## src/rtl/median_scan_ctrl.sv

```systemverilog
// rtl/median_scan_ctrl.sv - 3x3 binary majority filter sequencer between two single-bit frame RAMs
module median_scan_ctrl #(
    parameter int IMWIDTH  = 240,
    parameter int IMHEIGHT = 180,
    parameter int THRESH   = 5
) (
    input  logic       clk,
    input  logic       reset,
    input  logic       start,
    output logic       busy,
    output logic       done,
    output logic [7:0] src_x,
    output logic [7:0] src_y,
    input  logic       src_data,
    output logic [7:0] dst_x,
    output logic [7:0] dst_y,
    output logic       dst_data,
    output logic       dst_write
);

    typedef enum logic [2:0] {IDLE, READ, WAIT, WRITE, DONE} state_t;

    localparam logic signed [9:0] W_S    = 10'(IMWIDTH);
    localparam logic signed [9:0] H_S    = 10'(IMHEIGHT);
    localparam logic [7:0]        X_LAST = 8'(IMWIDTH - 1);
    localparam logic [7:0]        Y_LAST = 8'(IMHEIGHT - 1);
    localparam logic [3:0]        THR    = 4'(THRESH);

    state_t state, state_next;

    logic [3:0]        k;
    logic [7:0]        x;
    logic [7:0]        y;
    logic [3:0]        acc;
    logic              oob_prev;
    logic signed [9:0] dx;
    logic signed [9:0] dy;
    logic signed [9:0] nx;
    logic signed [9:0] ny;
    logic              oob;
    logic [3:0]        acc_sum;
    logic              last_x;
    logic              last_y;

    // Ten bits so that x+1 at a 256-wide frame cannot wrap negative.
    always_comb begin
        dx = 10'sd0;
        dy = 10'sd0;
        case (k)
            4'd0, 4'd3, 4'd6: dx = -10'sd1;
            4'd1, 4'd4, 4'd7: dx = 10'sd0;
            default:          dx = 10'sd1;
        endcase
        case (k)
            4'd0, 4'd1, 4'd2: dy = -10'sd1;
            4'd3, 4'd4, 4'd5: dy = 10'sd0;
            default:          dy = 10'sd1;
        endcase
    end

    assign nx      = $signed({2'b00, x}) + dx;
    assign ny      = $signed({2'b00, y}) + dy;
    assign oob     = (nx < 10'sd0) || (nx >= W_S) || (ny < 10'sd0) || (ny >= H_S);
    assign acc_sum = acc + {3'b000, src_data & ~oob_prev};
    assign last_x  = (x == X_LAST);
    assign last_y  = (y == Y_LAST);

    // Out-of-frame neighbours still read the centre so the RAM address stays legal.
    assign src_x = (state == READ && !oob) ? nx[7:0] : x;
    assign src_y = (state == READ && !oob) ? ny[7:0] : y;

    always_ff @(posedge clk or posedge reset) begin
        if (reset) begin
            state <= IDLE;
        end else begin
            state <= state_next;
        end
    end

    always_comb begin
        state_next = state;
        busy       = 1'b0;
        done       = 1'b0;
        dst_write  = 1'b0;
        case (state)
            IDLE: begin
                if (start) state_next = READ;
            end
            READ: begin
                busy = 1'b1;
                if (k == 4'd8) state_next = WAIT;
            end
            WAIT: begin
                busy       = 1'b1;
                state_next = WRITE;
            end
            WRITE: begin
                busy       = 1'b1;
                dst_write  = 1'b1;
                state_next = (last_x && last_y) ? DONE : READ;
            end
            DONE: begin
                done       = 1'b1;
                state_next = IDLE;
            end
            default: state_next = IDLE;
        endcase
    end

    always_ff @(posedge clk or posedge reset) begin
        if (reset) begin
            k        <= 4'd0;
            x        <= 8'd0;
            y        <= 8'd0;
            acc      <= 4'd0;
            oob_prev <= 1'b0;
            dst_x    <= 8'd0;
            dst_y    <= 8'd0;
            dst_data <= 1'b0;
        end else begin
            case (state)
                IDLE: begin
                    k   <= 4'd0;
                    x   <= 8'd0;
                    y   <= 8'd0;
                    acc <= 4'd0;
                end
                READ: begin
                    oob_prev <= oob;
                    k        <= (k == 4'd8) ? 4'd0 : k + 4'd1;
                    if (k != 4'd0) acc <= acc_sum;
                end
                WAIT: begin
                    // Result registers load here so they are stable for the whole WRITE cycle.
                    acc      <= acc_sum;
                    dst_x    <= x;
                    dst_y    <= y;
                    dst_data <= (acc_sum >= THR);
                end
                WRITE: begin
                    acc <= 4'd0;
                    k   <= 4'd0;
                    if (last_x) begin
                        x <= 8'd0;
                        y <= last_y ? 8'd0 : y + 8'd1;
                    end else begin
                        x <= x + 8'd1;
                    end
                end
                default: begin
                    k <= 4'd0;
                end
            endcase
        end
    end

endmodule

```

## config.mk

```make
export PLATFORM = sky130hd
export DESIGN_NAME = median_scan_ctrl
export DESIGN_NICKNAME = d
export VERILOG_FILES = /design/src/rtl/median_scan_ctrl.sv
export SDC_FILE = /design/constraint.sdc
export NUM_CORES = 1
export LEC_CHECK = 0
export ABC_AREA = 1
export BUFFER_PORTS_ARGS = -buffer_cell sky130_fd_sc_hd__buf_2
export CELL_PAD_IN_SITES_DETAIL_PLACEMENT = 0
export CELL_PAD_IN_SITES_GLOBAL_PLACEMENT = 1
export CORE_ASPECT_RATIO = 0.5
export CORE_MARGIN = 1
export CORE_UTILIZATION = 35
export CTS_CLUSTER_DIAMETER = 150
export CTS_CLUSTER_SIZE = 25
export DETAILED_ROUTE_END_ITERATION = 16
export GPL_ROUTABILITY_DRIVEN = 0
export PLACE_DENSITY = 0.72
export SYNTH_ARGS = -nofsm -noshare
export SYNTH_HDL_FRONTEND = slang
export SYNTH_SLANG_ARGS = --single-unit
```

## constraint.sdc

```tcl
create_clock -name clk -period 4 [get_ports clk]
set_clock_uncertainty 0.15 [all_clocks]
set_input_delay 0.6 -clock clk [delete_from_list [all_inputs] [get_ports clk]]
set_output_delay 0.6 -clock clk [all_outputs]
set_load 0.1 [all_outputs]
```

==> reports/summary.txt <==
outcome: finished, violations left
violated checks: setup timing
Reg area: 0.00113 sq mm
worst-margin pin slew: 0.943 ns
Leakage: 2.50 nW
Clock Pin Slew Worst Setup and Hold Paths: 0.06 ns
Setup WS post-layout: -0.204 ns
critical path peak fanout: 8
synth warn: 0
final wirelength: 9.06 mm
largest net degree at the start of global routing: 46
sequential share of the synthesized area: 0.330
gr ovfl total: 0
syn nets: 505
Worst Hold Path Cells: 2
# rows: 25
Unique masters post-synth: 42
Hold Slack: 0.323 ns
Setup CP Type: reg2out
Hold Path Sink: dst_y[5]
R2R setup slack: 0.91 ns
CORE AREA: 0.00945 sq mm
Synth Register Bits: 45
period utilization: 1.05
Slew Limit Fails: 0
Async SR Flop Fraction: 1.00
Total Routing Usage GR: 0.189
DR iter-0 viols: 164
Critical Path AT: 3.45 ns
pwr/cell area: 196 mW/mm^2
CTS Buf Count: 5
DRC viols: 0
Multi-input gate area: 0.00240 sq mm
fin util: 0.510
worst r2r dst: oob_prev
CTS tree: built
FMAX: 0.238 GHz
Final Hold Vio Count: 0
commonest non-fill, non-tap cells in the layout: nand2_1, inv_1, dfrtp_1, nand3_1, o21ai_0
Via density: 4.82
Final #Nets: 569
# fillers: 912
clock sinks: 45
I/O Buffers: 39
Mapped Area: 0.00341 sq mm
number of global-route vias before repair: 3083
hold path start: dst_y[5]
layout cells sized above 1: 0.325
io pins: 40
die area: 0.0102 sq mm
Die Ht: 71.8 microns
Post-synth EDFFs: 0
Starting Density: 0.361
RSZ-0062 raised after global routing: yes
root buf cell: clkbuf_16
initial antenna violation count: 0
min Tclk post-route: 4.20 ns
relative max-transition margin: 0.370
ANT cells: 0
DP Cell Count: 646
Post-Syn Instances: 473
Max rail drop VDD: 0.198 mV
Worst R2R Path Depth: 17
Layout Area Growth over Synthesis: 41.2%
Hold Path Class: reg2reg
post-DR wirelength/cell: 13.5 microns
Final HPWL DP: 6.56 mm
Syn Area/Cell: 7.21 sq um
Worst EP required: 3.25 ns
Setup-failing EPs final: 16
most common cell after layout, fill and taps aside: nand2_1
first-pass GRT wire length: 15.0 mm
clock tree buffer depth: 2
Skew-Pair Late Insertion Delay: 0.29 ns
Max-cap violations: 0
crit path launch type: flip-flop
endpoint class of the critical path: output port
H-tree Lvls: 2
Routed Antenna Nets: 0
worst reg2reg startpoint: k[0]
DR vias: 3242
Die W: 142 microns
Layout Cells excl Fill: 673
top_reg_cell synth: dfrtp_1
drt first pass iters: 4
==> worst max path at each step <==
stage,startpoint,endpoint,slack [ns]
final,k[0],src_x[4],-0.20
after global routing,k[0],src_x[4],-0.36
after global placement,k[1],src_x[0],-0.11
after floorplan,k[0],src_x[5],0.07
after detailed placement,k[0],src_x[0],-0.08
after CTS,k[0],src_y[6],-0.16
==> layout make-up <==
type,count,area share
clock buffer,6,0.0288
clock inverter,2,0.00286
inverter,76,0.0603
multi-input combinational,343,0.498
sequential,45,0.234
tap,135,0.0351
timing repair buffer,65,0.139
timing repair inverter,1,0.00156
==> repair_timing <==
item | 4_1_cts | 5_1_grt
gates resized for setup | 41 | 59
hold buffers | 0 | 0
buffers inserted | 11 | 5
endpoints found under the setup margin | 16 | 16
pin swaps | 5 | 14
gates cloned | 3 | 0
==> metal layers <==
metal / vias to the layer above / global-route usage / wire (microns)
met3: 8 / 0.0314 / 221
li1: 1661 / - / -
met4: 0 / 0.0406 / 59
met1: 1530 / 0.256 / 4490
met2: 43 / 0.319 / 4280
met5: - / 0 / 0
==> critical path, cell delays in order (launching register included) <==
cell,delay (ns)
dfrtp_2,0.42
inv_4,0.07
ha_4,0.17
inv_2,0.06
nand2_2,0.07
o21ai_4,0.28
clkinvlp_4,0.24
ha_4,0.30
nand2_2,0.10
inv_2,0.05
a21oi_4,0.16
nand2_2,0.08
nand2_2,0.06
nand2_2,0.08
a21oi_2,0.15
nand3_2,0.14
nor2_8,0.17
buf_12,0.14
nand2_8,0.10
nand2_2,0.09
nand2_2,0.06
buf_12,0.16
==> per-stage QoR <==
stage | total power [mW] | TNS (ns) | instance area, sq um | worst slack, ns
2_1_floorplan | 0.519 | 0 | 3450 | 0.0661
4_1_cts | 0.960 | -2.33 | 4550 | -0.156
5_1_grt | 0.979 | -5.41 | 4820 | -0.357
6_report | 0.946 | -2.96 | 4820 | -0.204
3_3_place_gp | 0.530 | -1.41 | 4080 | -0.114
3_5_place_dp | 0.530 | -1.08 | 4080 | -0.0769
==> synth_stat cells (5+ instances only) <==
cell type    n  area (sq um)
nor3_1      10          50.1
xor2_1       9          78.8
dfrtp_1     45          1130
clkbuf_1     5          18.8
xnor2_1      6          52.6
nand2_1    131           492
inv_2        5          18.8
nor2_1      24          90.1
o22ai_1      8          50.1
inv_1       71           267
a21oi_1     18          90.1
nand3_1     40           200
ha_1        26           325
o21ai_0     27           135
==> sequential cells by signal, summed over array words and instances, names as in the netlist <==
| name | flops |
|---|---|
| y | 8 |
| oob_prev | 1 |
| x | 8 |
| acc | 4 |
| state | 3 |
| k | 4 |
| dst_data | 1 |
| dst_x | 8 |
| dst_y | 8 |
==> power by group <==
part / switching, mW / internal [mW] / total, mW
combinational: 0.0495 / 0.00784 / 0.0574
clock: 0.177 / 0.249 / 0.425
sequential: 0.00315 / 0.460 / 0.463
total: 0.229 / 0.717 / 0.946
==> kinds of logic after synthesis <==
logic type / count (synthesis) / synth area share
buffers and inverters: 86 / 0.101
AOI/OAI and AO/OA: 70 / 0.119
adders and majority gates: 28 / 0.107
and+or+nand+nor: 229 / 0.305
xor gates and xnor gates: 15 / 0.0385
DFF: 45 / 0.330
Note: power is estimated with default switching activity, not from simulation.
